$ cat src/rtl/sfft_peak_finder.sv
// rtl/sfft_peak_finder.sv - per-band spectral peak finder with a double-buffered peak table
// Scans the lower half of each new SFFT spectrum and publishes one max-magnitude bin per band.
module sfft_peak_finder #(
  parameter int NFFT       = 512,
  parameter int BIN_WIDTH  = 32,
  parameter int NUM_BANDS  = 8,
  parameter int TIME_WIDTH = 32
) (
  input  logic                          clk_i,
  input  logic                          rst_ni,
  input  logic                          sfft_valid_i,
  output logic [$clog2(NFFT)-1:0]       bin_addr_o,
  input  logic signed [BIN_WIDTH-1:0]   bin_data_i,
  input  logic                          rd_busy_i,
  input  logic [$clog2(NUM_BANDS)-1:0]  rd_band_i,
  output logic [$clog2(NFFT)-2:0]       rd_bin_o,
  output logic [BIN_WIDTH-1:0]          rd_mag_o,
  output logic [TIME_WIDTH-1:0]         frame_count_o,
  output logic                          busy_o,
  output logic                          done_o,
  output logic                          overrun_o
);

  localparam int AW       = $clog2(NFFT);
  localparam int BW       = AW - 1;
  localparam int BANDW    = $clog2(NUM_BANDS);
  localparam int BAND     = NFFT / (2 * NUM_BANDS);
  localparam int LOG_BAND = $clog2(BAND);

  localparam logic [AW-1:0]        LAST_ADDR = AW'(NFFT / 2 - 1);
  localparam logic [BW-1:0]        BAND_MASK = BW'(BAND - 1);
  localparam logic [BIN_WIDTH-1:0] MAG_MAX   = {1'b0, {(BIN_WIDTH-1){1'b1}}};
  localparam logic [BIN_WIDTH-1:0] MOST_NEG  = {1'b1, {(BIN_WIDTH-1){1'b0}}};

  typedef enum logic [1:0] {
    IDLE    = 2'd0,
    SCAN    = 2'd1,
    DRAIN   = 2'd2,
    PUBLISH = 2'd3
  } state_e;

  state_e                 state_q;
  logic                   sv_q;
  logic [AW-1:0]          bin_addr_q;
  logic                   cons_valid_q;
  logic [BW-1:0]          cons_bin_q;
  logic [BIN_WIDTH-1:0]   run_mag_q;
  logic [BW-1:0]          run_bin_q;
  logic                   pub_sel_q;
  logic [BW-1:0]          bank_bin_q [2][NUM_BANDS];
  logic [BIN_WIDTH-1:0]   bank_mag_q [2][NUM_BANDS];
  logic [TIME_WIDTH-1:0]  frame_q;
  logic                   busy_q;
  logic                   done_q;
  logic                   overrun_q;

  logic                   start_d;
  logic                   band_start_d;
  logic                   band_last_d;
  logic [BANDW-1:0]       band_idx_d;
  logic [BIN_WIDTH-1:0]   mag_d;
  logic [BIN_WIDTH-1:0]   run_mag_d;
  logic [BW-1:0]          run_bin_d;

  assign start_d      = sfft_valid_i & ~sv_q;
  assign band_start_d = (cons_bin_q & BAND_MASK) == '0;
  assign band_last_d  = (cons_bin_q & BAND_MASK) == BAND_MASK;
  assign band_idx_d   = cons_bin_q[BW-1:LOG_BAND];

  // The most negative word has no positive counterpart, so it clamps to the largest magnitude.
  always_comb begin
    mag_d = $unsigned(bin_data_i);
    if (bin_data_i[BIN_WIDTH-1]) begin
      if ($unsigned(bin_data_i) == MOST_NEG) begin
        mag_d = MAG_MAX;
      end else begin
        mag_d = $unsigned(-bin_data_i);
      end
    end
    if (cons_bin_q == '0) begin
      mag_d = '0;
    end
  end

  // A band restarts at (0, first bin); only a strictly larger magnitude moves the peak.
  always_comb begin
    run_mag_d = run_mag_q;
    run_bin_d = run_bin_q;
    if (band_start_d || (mag_d > run_mag_q)) begin
      run_mag_d = mag_d;
      run_bin_d = cons_bin_q;
    end
  end

  always_ff @(posedge clk_i or negedge rst_ni) begin
    if (!rst_ni) begin
      state_q      <= IDLE;
      sv_q         <= 1'b0;
      bin_addr_q   <= '0;
      cons_valid_q <= 1'b0;
      cons_bin_q   <= '0;
      run_mag_q    <= '0;
      run_bin_q    <= '0;
      pub_sel_q    <= 1'b0;
      frame_q      <= '0;
      busy_q       <= 1'b0;
      done_q       <= 1'b0;
      overrun_q    <= 1'b0;
      for (int s = 0; s < 2; s++) begin
        for (int b = 0; b < NUM_BANDS; b++) begin
          bank_bin_q[s][b] <= '0;
          bank_mag_q[s][b] <= '0;
        end
      end
    end else begin
      sv_q         <= sfft_valid_i;
      done_q       <= 1'b0;
      cons_valid_q <= 1'b0;

      if (cons_valid_q) begin
        run_mag_q <= run_mag_d;
        run_bin_q <= run_bin_d;
        if (band_last_d) begin
          bank_bin_q[~pub_sel_q][band_idx_d] <= run_bin_d;
          bank_mag_q[~pub_sel_q][band_idx_d] <= run_mag_d;
        end
      end

      if (start_d && (state_q != IDLE)) begin
        overrun_q <= 1'b1;
      end

      case (state_q)
        IDLE: begin
          if (start_d) begin
            state_q    <= SCAN;
            bin_addr_q <= '0;
            busy_q     <= 1'b1;
          end
        end
        SCAN: begin
          cons_valid_q <= 1'b1;
          cons_bin_q   <= bin_addr_q[BW-1:0];
          if (bin_addr_q == LAST_ADDR) begin
            state_q <= DRAIN;
          end else begin
            bin_addr_q <= bin_addr_q + AW'(1);
          end
        end
        DRAIN: begin
          state_q <= PUBLISH;
        end
        PUBLISH: begin
          // The bank swap waits for the host so a readout never straddles two frames.
          if (!rd_busy_i) begin
            pub_sel_q  <= ~pub_sel_q;
            frame_q    <= frame_q + TIME_WIDTH'(1);
            done_q     <= 1'b1;
            busy_q     <= 1'b0;
            bin_addr_q <= '0;
            state_q    <= IDLE;
          end
        end
        default: begin
          state_q <= IDLE;
        end
      endcase
    end
  end

  assign bin_addr_o    = bin_addr_q;
  assign rd_bin_o      = bank_bin_q[pub_sel_q][rd_band_i];
  assign rd_mag_o      = bank_mag_q[pub_sel_q][rd_band_i];
  assign frame_count_o = frame_q;
  assign busy_o        = busy_q;
  assign done_o        = done_q;
  assign overrun_o     = overrun_q;

endmodule
$ cat config.mk
export PLATFORM = sky130hd
export DESIGN_NAME = sfft_peak_finder
export DESIGN_NICKNAME = d
export VERILOG_FILES = /design/src/rtl/sfft_peak_finder.sv
export SDC_FILE = /design/constraint.sdc
export NUM_CORES = 1
export LEC_CHECK = 0
export CAP_MARGIN = 5
export CELL_PAD_IN_SITES_DETAIL_PLACEMENT = 1
export CELL_PAD_IN_SITES_GLOBAL_PLACEMENT = 1
export CORE_MARGIN = 2
export CORE_UTILIZATION = 50
export CTS_BUF_LIST = sky130_fd_sc_hd__clkbuf_4 sky130_fd_sc_hd__clkbuf_8
export DETAILED_ROUTE_END_ITERATION = 16
export PLACE_DENSITY = 0.89
export SYNTH_ARGS = -nofsm -noshare
export SYNTH_HDL_FRONTEND = slang
export SYNTH_SLANG_ARGS = --single-unit
$ cat constraint.sdc
create_clock -name clk_i -period 9 [get_ports clk_i]
set_clock_uncertainty 0.2 [all_clocks]
set_input_delay 1.35 -clock clk_i [delete_from_list [all_inputs] [get_ports clk_i]]
set_output_delay 1.35 -clock clk_i [all_outputs]
set_load 0.05 [all_outputs]
==> impl_metrics.env <==
export IMPL_status="completed"
export IMPL_setup_viol=0
export IMPL_syn_instance_count=3088
export IMPL_grt_overflow=0
export IMPL_crit_arrival_ps=8290
export IMPL_viasPerCell=6.957
export IMPL_path_cells="clkdlybuf4s50_1, nor4_2, nand4_1, o41ai_2, xor2_1, o21ai_2, ha_1, a21oi_1, o21ai_0, a21oi_1, nand2_1, o211ai_1, buf_4, mux2i_1, o21ai_0"
export IMPL_clk_latency_ps=790
export IMPL_vdd_drop_max_uv=345.4
export IMPL_track_usage_pct=35.74
export IMPL_finalMaxSlewViolations=0
export IMPL_r2r_start="cons_bin_q[5]$_DFFE_PN0P_"
export IMPL_synth_fp_nets=3167
export IMPL_io_buffer_count=122
export IMPL_setup_ws_ps=1067
export IMPL_leakagePower_nw=16.19
export IMPL_drv_cap=0
export IMPL_core_um2=69790
export IMPL_cts_root_buf="clkbuf_8"
export IMPL_crit_slowest_cell="nor4_2"
export IMPL_cp_slowest_stage_delay_ps=980
export IMPL_cts_num_sinks=737
export IMPL_synthArstFlopShare_pct=100.0
export IMPL_drtIter0Drc=3653
export IMPL_placed_cells=3912
export IMPL_dieArea_um2=72380
export IMPL_drc=0
export IMPL_pin_count=123
export IMPL_die_h_um=269.0
export IMPL_critPathCaptureType="register"
export IMPL_synth_edf_count=0
export IMPL_yosys_warnings=0
export IMPL_grt_pass1_wl_um=195600
export IMPL_grt_busiest_layer="met2"
export IMPL_critPathMaxFanout=23
export IMPL_first_global_vias=32580
export IMPL_cts_made_buffers=121
export IMPL_fin_crit_ps=7933
export IMPL_gp_congestion=0.8850
export IMPL_rsz0062_at_grt="false"
export IMPL_fin_area_um2=39790
export IMPL_r2r_slack_ps=1830
export IMPL_drtPass1Iterations=5
export IMPL_layout_common_cells="736 x dfrtp_1, 527 x nand2_1, 348 x o31ai_1"
export IMPL_placed_cell_area_um2=36950
export IMPL_antenna_found_initial=8
export IMPL_r2r_end="bank_bin_q[48]$_DFFE_PN0P_"
export IMPL_ys_types=61
export IMPL_slew_headroom_pct=9.427
export IMPL_wl_per_cell_um=30.72
export IMPL_mostFrequentLayoutCell="dfrtp_1"
export IMPL_power_density_nw_per_um2=276.4
export IMPL_hold_slack_ps=274.8
export IMPL_grtUsageMet2_pct=57.26
export IMPL_crit_end="bank_bin_q[48]$_DFFE_PN0P_"
export IMPL_ys_seq_elements=737
export IMPL_path_class="input port to register"
export IMPL_post_route_period_util_pct=88.14
export IMPL_worst_pin_slew_ps=1350
export IMPL_fin_util_pct=57.02
export IMPL_clkTransAtPathRegs_ps=60
export IMPL_max_clock_freq_mhz=126.1
export IMPL_htreeDepth=3
export IMPL_ctsHoldBuffers=0
export IMPL_power_total_mw=11.00
export IMPL_routed_wl_um=127300
export IMPL_cts_resized=0
export IMPL_hp_start="bank_mag_q[81]$_DFFE_PN0P_"
export IMPL_synth_ff_type="dfrtp_1"
export IMPL_hpwl_um=70910
export IMPL_synth_avg_cell_area_um2=11.37
export IMPL_post_cts_buffers=0
export IMPL_cts_tree="built"
export IMPL_netlist_area_um2=35120
export IMPL_hp_class="register to register"
export IMPL_num_rows=97
export IMPL_hold_violations=0
export IMPL_pre_cts_ws_ps=867.6
export IMPL_yosysSeqAreaShare_pct=52.51
export IMPL_drive_above_1_share_pct=20.24
export IMPL_reg2reg_depth=15
export IMPL_tns_ps=0
export IMPL_worstSetupStartpointType="input port"
export IMPL_startpoint="bin_data_i[10]"
export IMPL_die_w_um=269.0
export IMPL_nets=3176
export IMPL_grt_max_degree=187
export IMPL_cp_required_ps=9350
export IMPL_instances_no_fill=4143
export IMPL_initial_core_util_pct=50.33
export IMPL_syn2layout_area_growth_pct=13.29
export IMPL_met3_usage_pct=9.114
export IMPL_clockBufferDepth=3
export IMPL_drtAntennaViolNets=0
export IMPL_grt_util_met1_pct=42.46
export IMPL_vias=28820
-- area by class of cell --
cell class / instances / area, um^2
multi-input cells: 2022 / 15570
diodes: 6 / 15.01
well taps: 940 / 1176
clock buffers: 196 / 2447
flip-flops and latches: 737 / 18450
inverters: 47 / 176.4
clock inverters: 27 / 350.3
fillers: 7007 / 29990
repair buffers: 168 / 1615
-- per-layer routing --
| metal | share of wire, % | vias to the layer above | wire (um) |
|---|---|---|---|
| li1 | - | 11380 | - |
| met1 | 36 | 14850 | 45440 |
| met2 | 48 | 1934 | 61440 |
| met4 | 6.6 | 4 | 8363 |
| met3 | 9.4 | 663 | 11990 |
| met5 | 0.018 | - | 23 |
-- worst min path at each step --
stage                                        to  depth (start not counted)  slack [ps]
floorplan           bank_mag_q[258]$_DFFE_PN0P_                          2         240
global placement    bank_mag_q[347]$_DFFE_PN0P_                          2         250
detailed placement   bank_mag_q[79]$_DFFE_PN0P_                          2         260
CTS                  bank_mag_q[79]$_DFFE_PN0P_                          2         280
global route        bank_mag_q[262]$_DFFE_PN0P_                          2         300
finish               bank_mag_q[81]$_DFFE_PN0P_                          2         270
-- cells by family (layout without fill, tap and decap cells) --
kind of cell | count (synthesis) | after routing | synth area share (%)
other | 0 | 6 | 0
adders and majority gates | 40 | 40 | 1.425
and+or+nand+nor | 886 | 886 | 10.51
DFF | 737 | 737 | 52.51
xor gates and xnor gates | 58 | 58 | 1.446
AOI/OAI and AO/OA | 785 | 785 | 15.70
buffers and inverters | 329 | 438 | 3.911
muxes | 253 | 253 | 14.51
-- report_power, final --
group          switching [mW]  internal (mW)
clock network            1.50           1.93
registers               0.183           3.41
logic                    3.12          0.866
total                    4.80           6.20
-- registers in the layout, indices dropped and copies added, names as in the netlist --
name           flops
bank_mag_q       512
bank_bin_q       128
frame_count_o     32
run_mag_q         32
bin_addr_o         9
cons_bin_q         8
run_bin_q          8
state_q            2
busy_o             1
cons_valid_q       1
done_o             1
overrun_o          1
pub_sel_q          1
sv_q               1
-- cells in the mapped netlist, types with 10 or more instances --
cell type	number	area, um^2
nand3_1	37	185.2
buf_1	15	56.30
nand2_1	538	2019
dfrtp_1	737	18440
a31oi_1	150	938.4
buf_2	27	135.1
ha_1	40	500.5
o21ai_0	162	810.8
o21ai_1	12	60.06
xnor2_1	23	201.4
clkbuf_1	222	833.3
nand4_1	15	93.84
mux4_2	200	4504
nor2_1	193	724.4
nor3_1	39	195.2
a21oi_1	29	145.1
a21oi_2	12	105.1
o21ai_2	13	113.9
inv_1	47	176.4
o31ai_1	348	2613
mux2_2	48	540.5
o31ai_2	13	162.7
xor2_1	35	306.5
buf_6	10	112.6
-- worst max-delay path: cells and delay by family --
kind | cells | cell delay (ps)
compound gates | 7 | 2730
simple gates | 3 | 1790
buf+inv | 2 | 1040
mux | 1 | 910
fa+ha+maj | 1 | 320
xor+xnor | 1 | 130
Note: power is estimated with default switching activity, not from simulation.
